[src/rtl/seg7_scan_driver_if.sv]
// Display-update bus between the producer (ALU result path) and the
// 7-segment scan driver, plus the pin-side outputs of the driver.
interface seg7_scan_driver_if #(
    parameter int NUM_DIGITS = 4,
    parameter int IDX_W      = 3
) ();
    logic                      load;
    logic [4*NUM_DIGITS-1:0]   value;
    logic [NUM_DIGITS-1:0]     dp;
    logic [NUM_DIGITS-1:0]     blank;
    logic                      lz_en;
    logic [6:0]                a_to_g;
    logic                      dp_n;
    logic [NUM_DIGITS-1:0]     an;
    logic [IDX_W-1:0]          scan_idx;

    modport master (
        output load, value, dp, blank, lz_en,
        input  a_to_g, dp_n, an, scan_idx
    );

    modport slave (
        input  load, value, dp, blank, lz_en,
        output a_to_g, dp_n, an, scan_idx
    );
endinterface

[src/rtl/seg7_scan_driver.sv]
// Time-multiplexed N-digit common-anode 7-segment driver with shadowed
// value/dp/blank/lz_en, programmable dwell per digit, hex decode,
// leading-zero suppression and per-digit blanking. Outputs are registered.
module seg7_scan_driver #(
    parameter int NUM_DIGITS  = 4,
    parameter int REFRESH_DIV = 100000,
    parameter int IDX_W       = 3
) (
    input  logic               clk,
    input  logic               rst_n,
    seg7_scan_driver_if.slave  bus
);
    localparam int PRE_W = (REFRESH_DIV > 1) ? $clog2(REFRESH_DIV) : 1;
    localparam logic [PRE_W-1:0] PRE_LAST = PRE_W'(REFRESH_DIV - 1);
    localparam logic [IDX_W-1:0] IDX_LAST = IDX_W'(NUM_DIGITS - 1);

    logic [4*NUM_DIGITS-1:0] sh_val;
    logic [NUM_DIGITS-1:0]   sh_dp;
    logic [NUM_DIGITS-1:0]   sh_blank;
    logic                    sh_lz;

    logic [PRE_W-1:0]        pre, pre_nxt;
    logic [IDX_W-1:0]        idx, idx_nxt;

    logic [NUM_DIGITS-1:0]   supp;
    logic                    lead;
    logic [3:0]              cur_nib;
    logic                    cur_dp, cur_blank, cur_supp;
    logic [NUM_DIGITS-1:0]   an_nxt;
    logic [6:0]              seg_nxt;
    logic                    dpn_nxt;

    logic [6:0]              seg_q;
    logic                    dpn_q;
    logic [NUM_DIGITS-1:0]   an_q;

    function automatic logic [6:0] hex2seg(input logic [3:0] h);
        logic [6:0] s;
        case (h)
            4'h0: s = 7'b0000001;
            4'h1: s = 7'b1001111;
            4'h2: s = 7'b0010010;
            4'h3: s = 7'b0000110;
            4'h4: s = 7'b1001100;
            4'h5: s = 7'b0100100;
            4'h6: s = 7'b0100000;
            4'h7: s = 7'b0001111;
            4'h8: s = 7'b0000000;
            4'h9: s = 7'b0000100;
            4'hA: s = 7'b0001000;
            4'hB: s = 7'b1100000;
            4'hC: s = 7'b0110001;
            4'hD: s = 7'b1000010;
            4'hE: s = 7'b0110000;
            default: s = 7'b0111000;
        endcase
        return s;
    endfunction

    // Prescaler wrap advances the scan index; index wraps at the last digit.
    always_comb begin
        pre_nxt = pre + 1'b1;
        idx_nxt = idx;
        if (pre == PRE_LAST) begin
            pre_nxt = '0;
            idx_nxt = (idx == IDX_LAST) ? '0 : idx + 1'b1;
        end
    end

    // Leading-zero mask: walk from the top digit down, suppressing zeros
    // until the first nonzero nibble; digit 0 always shows.
    always_comb begin
        supp = '0;
        lead = sh_lz;
        for (int unsigned k = 0; k < NUM_DIGITS; k++) begin
            if (sh_val[4*(NUM_DIGITS-1-k) +: 4] == 4'h0) begin
                supp[NUM_DIGITS-1-k] = lead && (k != NUM_DIGITS - 1);
            end else begin
                lead = 1'b0;
            end
        end
    end

    // Select the current digit's data and form the next output pattern.
    always_comb begin
        cur_nib   = '0;
        cur_dp    = 1'b0;
        cur_blank = 1'b1;
        cur_supp  = 1'b0;
        an_nxt    = '1;
        for (int unsigned i = 0; i < NUM_DIGITS; i++) begin
            if (idx == IDX_W'(i)) begin
                cur_nib   = sh_val[4*i +: 4];
                cur_dp    = sh_dp[i];
                cur_blank = sh_blank[i];
                cur_supp  = supp[i];
                an_nxt[i] = 1'b0;
            end
        end
        seg_nxt = (cur_blank || cur_supp) ? '1 : hex2seg(cur_nib);
        dpn_nxt = cur_blank ? 1'b1 : ~cur_dp;
    end

    // Shadow capture on load; a load coinciding with output update takes
    // effect on the following edge since outputs use the pre-edge shadow.
    always_ff @(posedge clk or negedge rst_n) begin
        if (!rst_n) begin
            sh_val   <= '0;
            sh_dp    <= '0;
            sh_blank <= '1;
            sh_lz    <= 1'b0;
        end else if (bus.load) begin
            sh_val   <= bus.value;
            sh_dp    <= bus.dp;
            sh_blank <= bus.blank;
            sh_lz    <= bus.lz_en;
        end
    end

    // Scan timing and registered display outputs.
    always_ff @(posedge clk or negedge rst_n) begin
        if (!rst_n) begin
            pre   <= '0;
            idx   <= '0;
            an_q  <= '1;
            seg_q <= '1;
            dpn_q <= 1'b1;
        end else begin
            pre   <= pre_nxt;
            idx   <= idx_nxt;
            an_q  <= an_nxt;
            seg_q <= seg_nxt;
            dpn_q <= dpn_nxt;
        end
    end

    assign bus.a_to_g   = seg_q;
    assign bus.dp_n     = dpn_q;
    assign bus.an       = an_q;
    assign bus.scan_idx = idx;
endmodule
[src/flat_wrapper.sv]
// flat-port wrapper written by rule: the top's interface ports become plain ports
module seg7_scan_driver_flat 
#(
    parameter int NUM_DIGITS  = 4,
    parameter int REFRESH_DIV = 100000,
    parameter int IDX_W       = 3
)
  (clk, rst_n, bus_load, bus_value, bus_dp, bus_blank, bus_lz_en, bus_a_to_g, bus_dp_n, bus_an, bus_scan_idx);
  seg7_scan_driver_if #(.NUM_DIGITS(NUM_DIGITS), .IDX_W(IDX_W)) bus_i ();
  input  logic clk;
  input  logic rst_n;
  input wire logic [$bits(bus_i.load)-1:0] bus_load;
  input wire logic [$bits(bus_i.value)-1:0] bus_value;
  input wire logic [$bits(bus_i.dp)-1:0] bus_dp;
  input wire logic [$bits(bus_i.blank)-1:0] bus_blank;
  input wire logic [$bits(bus_i.lz_en)-1:0] bus_lz_en;
  output wire logic [$bits(bus_i.a_to_g)-1:0] bus_a_to_g;
  output wire logic [$bits(bus_i.dp_n)-1:0] bus_dp_n;
  output wire logic [$bits(bus_i.an)-1:0] bus_an;
  output wire logic [$bits(bus_i.scan_idx)-1:0] bus_scan_idx;
  assign bus_i.load = bus_load;
  assign bus_i.value = bus_value;
  assign bus_i.dp = bus_dp;
  assign bus_i.blank = bus_blank;
  assign bus_i.lz_en = bus_lz_en;
  assign bus_a_to_g = bus_i.a_to_g;
  assign bus_dp_n = bus_i.dp_n;
  assign bus_an = bus_i.an;
  assign bus_scan_idx = bus_i.scan_idx;
  seg7_scan_driver #(.NUM_DIGITS(NUM_DIGITS), .REFRESH_DIV(REFRESH_DIV), .IDX_W(IDX_W)) u_core (.clk(clk), .rst_n(rst_n), .bus(bus_i));
endmodule
[config.mk]
export PLATFORM = sky130hd
export DESIGN_NAME = seg7_scan_driver_flat
export DESIGN_NICKNAME = d
export VERILOG_FILES = /design/src/rtl/seg7_scan_driver_if.sv /design/src/rtl/seg7_scan_driver.sv /design/src/flat_wrapper.sv
export SDC_FILE = /design/constraint.sdc
export NUM_CORES = 1
export LEC_CHECK = 0
export CAP_MARGIN = 25
export CORE_UTILIZATION = 54
export DETAILED_ROUTE_END_ITERATION = 8
export GPL_ROUTABILITY_DRIVEN = 0
export PLACE_DENSITY = 0.83
export SLEW_MARGIN = 20
export SYNTH_ARGS = -nofsm -noshare
export SYNTH_HDL_FRONTEND = slang
export SYNTH_SLANG_ARGS = --single-unit
[constraint.sdc]
create_clock -name clk -period 2.5 [get_ports clk]
set_input_delay 0.375 -clock clk [delete_from_list [all_inputs] [get_ports clk]]
set_output_delay 0.375 -clock clk [all_outputs]
set_load 0.02 [all_outputs]
# Word-level counts from Yosys, hierarchy flattened
# Memory sizes are Yosys's and may differ from the RTL's.
# Cells that the tools add are included.
# classes
add_sub_neg	2
reduce_logical	5
n_bitwise	1
mux	26
n_eq_ne	4
# ops
cell	count
two-way mux 1 bit	19
adder 17 x 1 -> 17 bit, second input constant	1
== test 17 bit, second input constant	1
two-way mux 17 bit	1
two-way mux 4 bit	4
zero test 4 bit	3
two-way mux 7 bit	1
== test 3 x 2 -> 1 bit, second input constant	2
adder 3 x 1 -> 3 bit, second input constant	1
== test 3 x 1 -> 1 bit, second input constant	1
zero test 3 bit	1
two-way mux 3 bit	1
logical OR 1 bit	1
NOT 1 bit	1
# word_totals
register_bits	57
rom_bits	112
in_bits	28
word_cells	48
mem_count	1
# mem_list
name	words	width	read_ports	rd_clocked_by_memory_dff	write_ports	line_no	source
(no name shown)	16	7	1	0	0	seg7_scan_driver.sv:39	case (h)

# Logic depth before layout (Yosys ltp)
# logic_depth
word_depth	9
depth_mapped	11
mapped_depth_nobuf	10

# Least setup slack after synthesis
# OpenSTA, ideal clock, no wires.
# synth_path
path_kind	reg-to-reg
from	register u_core.idx[0] (netlist: u_core.bus.scan_idx[0])
to	register u_core.seg_q[6] (netlist: u_core.bus.a_to_g[6])
stages_incl_launch_ff	12
slack_ns	0.246
period_less_slack_ns	2.254
arrival_ns	2.169
n_path_buf	1
path_cell_list	dfrtp_1 inv_1 ha_1 clkbuf_4 a21oi_1 o21ai_1 a32o_1 inv_1 ha_1 a21boi_0 o21ai_0 o2111ai_1
# synth_via
elab_chain_cells	7
# synth_rtl
element	line_no	source
from (decl)	seg7_scan_driver.sv:23	logic [IDX_W-1:0] idx, idx_nxt;
from (signal assigned)	seg7_scan_driver.sv:130	idx <= idx_nxt;
zero test 3 bit	seg7_scan_driver.sv:92	if (idx == IDX_W'(i)) begin
two-way mux 4 bit / two-way mux 1 bit (equally long branches) (4 in series)	seg7_scan_driver.sv:92	
memory read (16 x 7 bit) / logical OR 1 bit (equally long branches)	-	
two-way mux 7 bit *	seg7_scan_driver.sv:100	seg_nxt = (cur_blank || cur_supp) ? '1 : hex2seg(cur_nib);
via u_core.seg_nxt[6]	seg7_scan_driver.sv:30	logic [6:0] seg_nxt;
to (signal assigned)	seg7_scan_driver.sv:132	seg_q <= seg_nxt;
to (decl)	seg7_scan_driver.sv:33	logic [6:0] seg_q;
# The timed path passes the listed nets; every way through them passes the cells marked *.
# A chain may end at the register's enable or synchronous reset.

# Worst setup path after layout
# Ends and elaborated chain as after synthesis.

==> impl_metrics.csv <==
group,metric,value,unit
power_and_ir_drop,comb_power_share,0.145,
global_route,first_global_vias,2048,
die,boundary_pins,43,
synthesis,ys_warn_count,0,
setup_path,worst-path-max-fanout,7,
synthesis,postSynth.topFlopCell,"sky130_fd_sc_hd__dfrtp_1",
layout,final_util,0.701,
synthesis,postSynthCellCount,241,
sta,drv_slew,0,
global_route,grt_pass1_wl,9.62,mm
sta,post-route-period-util,0.924,
sta,grt_setup_unrepaired,"false",
die,design.die.area,5610,sq um
power_and_ir_drop,peak_supply_drop,0.472,mV
layout,insertedDiodeCount,0,
sta,tightest_slew,0.604,ns
global_route,pin_count_of_the_biggest_net_entering_global_routing,31,
cts,clkLatencyLatePin,0.34,ns
power_and_ir_drop,sequentialPowerShare,0.497,
synthesis,ys_types,53,
flow_run,drv_cap,0,
sta,final.setup.tns,0,ns
setup_path,setup.worst_path.start_class,"register",
sta,final.hold.worst_slack,0.0394,ns
setup_path,timing.critical_path.to_type,"register",
placement,hpwl,4.12,mm
cts,cts_htree_levels,3,
routing,finalWirelength,5.79,mm
power_and_ir_drop,switching_power,518,uW
placement,placedCellCount,350,
power_and_ir_drop,clockPowerShare,0.358,
sta,finalSetupViolations,0,
setup_path,type_of_the_worst_setup_path,"register to register",
outcome,result_of_the_run,"finished, final reports clean",
routing,route.detailed.drc,0,
sta,slew_headroom,0.597,
worst_hold_path,min_path_type,"input pin to asynchronous set/reset pin",
layout,fin_area,3580,sq um
placement,detailedPlace.worstSlack,0.0868,ns
sta,finalWorstSetupSlack,0.190,ns
layout,area.growth.synth_to_final,24.7,%
sta,fmax,433,MHz
die,die_w,74.9,um
synthesis,syn_avg_cell_area,11.9,sq um
setup_path,critPathArrivalTime,2.56,ns
placement,placedInstanceArea,3370,sq um
global_route,global_route.overflow_total,0,
routing,via_per_inst,5.63,
die,cell_row_count,26,
routing,antenna_left,0,
synthesis,mappedNetlistArea,2870,sq um
layout,layout.cells.non_filler,368,
power_and_ir_drop,static-leakage-power,1.46,nW
synthesis,ys_async_sr_fraction,1.00,
power_and_ir_drop,cellPowerDensity,584,nW/um^2
die,die_h,74.9,um
global_route,grt_usage,0.238,
layout,fin_nets,332,
cts,clock_tree.buffer_depth,2,
synthesis,synthesis.nets,280,
setup_path,timing.critical_path.required,2.75,ns
cts,cts_root_buf,"sky130_fd_sc_hd__clkbuf_8",
sta,final.setup_skew,0.00629,ns
cts,path_clk_slew,0.06,ns
routing,vias,2071,
die,coreArea,5110,sq um
sta,timing_hold_violations_final,0,
synthesis,synth_enable_flop_cells,0,
routing,avgRoutedWirePerCell,15.7,um
setup_path,ff2ff_path_depth,10,
die,floorplan.initialDensity,0.562,
power_and_ir_drop,sw_frac_of_total,0.248,
routing,drt_first_iter_violations,152,
cts,tritoncts.num_buffers,9,
routing,drt_pass1_iterations,4,
cts,cts_tree,"built",
power_and_ir_drop,report.power.total,2.09,mW
power_and_ir_drop,internal-power,1.57,mW
layout,share_of_final_layout_standard_cells_stronger_than_drive_strength_1,0.292,
global_route,initial_antenna_violation_count,0,
synthesis,synth_seq_cells,57,
sta,finalCriticalPeriod,2.31,ns
synthesis,seq_area_frac_synth,0.504,
cts,cts_num_sinks,57,
placement,io_buffers,42,
## registers in the layout (all words and copies together), names as in the netlist
| register | count |
|---|---|
| u_core.pre | 17 |
| u_core.sh_val | 16 |
| u_core.bus.a_to_g | 7 |
| u_core.bus.an | 4 |
| u_core.sh_blank | 4 |
| u_core.sh_dp | 4 |
| u_core.bus.scan_idx | 3 |
| u_core.bus.dp_n | 1 |
| u_core.sh_lz | 1 |
## power groups by stage
stage	Clock [mW]	Sequential, mW	Combinational, mW
2_1_floorplan	0	1.07	0.143
3_3_place_gp	0	1.05	0.290
4_1_cts	0.772	1.04	0.299
5_1_grt	0.806	1.05	0.327
6_report	0.748	1.04	0.304
3_5_place_dp	0	1.05	0.296
## cells in the final DEF (no fill, tap or decap), types with 3 or more instances in the layout
| cell type | synthesis | layout |
|---|---|---|
| sky130_fd_sc_hd__a211oi_2 | 2 | 3 |
| sky130_fd_sc_hd__a21oi_1 | 8 | 8 |
| sky130_fd_sc_hd__buf_4 | 2 | 7 |
| sky130_fd_sc_hd__clkbuf_8 | 0 | 11 |
| sky130_fd_sc_hd__clkdlybuf4s50_1 | 0 | 41 |
| sky130_fd_sc_hd__clkinv_2 | 0 | 3 |
| sky130_fd_sc_hd__dfrtp_1 | 41 | 41 |
| sky130_fd_sc_hd__dfstp_2 | 16 | 16 |
| sky130_fd_sc_hd__ha_1 | 11 | 8 |
| sky130_fd_sc_hd__ha_2 | 0 | 3 |
| sky130_fd_sc_hd__inv_1 | 7 | 7 |
| sky130_fd_sc_hd__mux2_2 | 25 | 25 |
| sky130_fd_sc_hd__nand2_1 | 16 | 16 |
| sky130_fd_sc_hd__nand2b_1 | 7 | 7 |
| sky130_fd_sc_hd__nand3_1 | 8 | 8 |
| sky130_fd_sc_hd__nand3b_1 | 6 | 6 |
| sky130_fd_sc_hd__nor2_1 | 9 | 9 |
| sky130_fd_sc_hd__nor2b_1 | 4 | 4 |
| sky130_fd_sc_hd__nor3_1 | 4 | 4 |
| sky130_fd_sc_hd__nor4_1 | 3 | 3 |
| sky130_fd_sc_hd__o21ai_0 | 3 | 3 |
| sky130_fd_sc_hd__o21ai_1 | 5 | 5 |
| sky130_fd_sc_hd__o221ai_1 | 3 | 3 |
| sky130_fd_sc_hd__xnor2_1 | 6 | 6 |
| sky130_fd_sc_hd__xor2_1 | 8 | 8 |
## worst max-delay path, stage by stage, from the launching register on
cell and delay (ns):
sky130_fd_sc_hd__dfrtp_1 0.42, sky130_fd_sc_hd__inv_1 0.15, sky130_fd_sc_hd__ha_2 0.28, sky130_fd_sc_hd__a211oi_2 0.07
sky130_fd_sc_hd__a211oi_2 0.31, sky130_fd_sc_hd__nand2b_1 0.17, sky130_fd_sc_hd__inv_1 0.12, sky130_fd_sc_hd__ha_1 0.22
sky130_fd_sc_hd__a21boi_1 0.24, sky130_fd_sc_hd__o21ai_0 0.10, sky130_fd_sc_hd__o2111ai_1 0.14
## cells in the mapped netlist (3+ instances only)
cell | instances | area [sq um]
sky130_fd_sc_hd__dfrtp_1 | 41 | 1030
sky130_fd_sc_hd__mux2_2 | 25 | 282
sky130_fd_sc_hd__nor2_1 | 9 | 33.8
sky130_fd_sc_hd__o21ai_1 | 5 | 25.0
sky130_fd_sc_hd__nand3b_1 | 6 | 45.0
sky130_fd_sc_hd__o21ai_0 | 3 | 15.0
sky130_fd_sc_hd__nand2_1 | 16 | 60.1
sky130_fd_sc_hd__ha_1 | 11 | 138
sky130_fd_sc_hd__nand2b_1 | 7 | 43.8
sky130_fd_sc_hd__o221ai_1 | 3 | 26.3
sky130_fd_sc_hd__dfstp_2 | 16 | 420
sky130_fd_sc_hd__nor2b_1 | 4 | 25.0
sky130_fd_sc_hd__inv_1 | 7 | 26.3
sky130_fd_sc_hd__a32o_1 | 3 | 30.0
sky130_fd_sc_hd__nor3_1 | 4 | 20.0
sky130_fd_sc_hd__nand3_1 | 8 | 40.0
sky130_fd_sc_hd__a21oi_1 | 8 | 40.0
sky130_fd_sc_hd__a211oi_1 | 3 | 22.5
sky130_fd_sc_hd__nor4_1 | 3 | 18.8
sky130_fd_sc_hd__a21boi_0 | 3 | 22.5
sky130_fd_sc_hd__buf_2 | 4 | 20.0
sky130_fd_sc_hd__xor2_1 | 8 | 70.1
sky130_fd_sc_hd__xnor2_1 | 6 | 52.6
## cell type report
class                   count  area (sq um)
well taps                  70          87.6
repair buffers             50           488
clock buffers              13           159
inverters                   7          26.3
fillers                   379          1530
multi-input cells         168          1360
clock inverters             3          15.0
flip-flops and latches     57          1450
## layer usage
layer | GRT usage | vias up | part of all wire
met5 | 0 | - | 0
met4 | 0.128 | 0 | 0.025
met3 | 0.0495 | 11 | 0.039
met2 | 0.383 | 59 | 0.48
met1 | 0.304 | 1033 | 0.45
li1 | - | 968 | -
## what timing repair did
action	in CTS	in global routing
hold buffers	0	0
endpoints found under the hold margin	0	0
buffers inserted	0	2
gates resized for setup	0	7
setup endpoints to repair	0	4
## logic make-up after synthesis
group,after synthesis,share of synthesized area
muxes,26,0.102
buffers and inverters,16,0.0292
adders and majority gates,11,0.0479
and+or+nand+nor,78,0.162
AOI/OAI and AO/OA,39,0.113
DFF,57,0.504
xor gates and xnor gates,14,0.0427
## worst paths after layout
| kind | startpoint | to | slack (ns) |
|---|---|---|---|
| setup reg to reg | u_core.bus.scan_idx[0] | u_core.bus.a_to_g[6] | 0.19 |
| hold / removal | rst_n | u_core.sh_val[2] | 0.04 |
| setup / recovery | u_core.bus.scan_idx[0] | u_core.bus.a_to_g[6] | 0.19 |
| hold reg to reg | u_core.pre[0] | u_core.pre[0] | 0.51 |
| max in group asynchronous | rst_n | u_core.bus.a_to_g[1] | 1.82 |
| min in group clk | u_core.pre[0] | u_core.pre[0] | 0.51 |
Note: power is estimated with default switching activity, not from simulation.
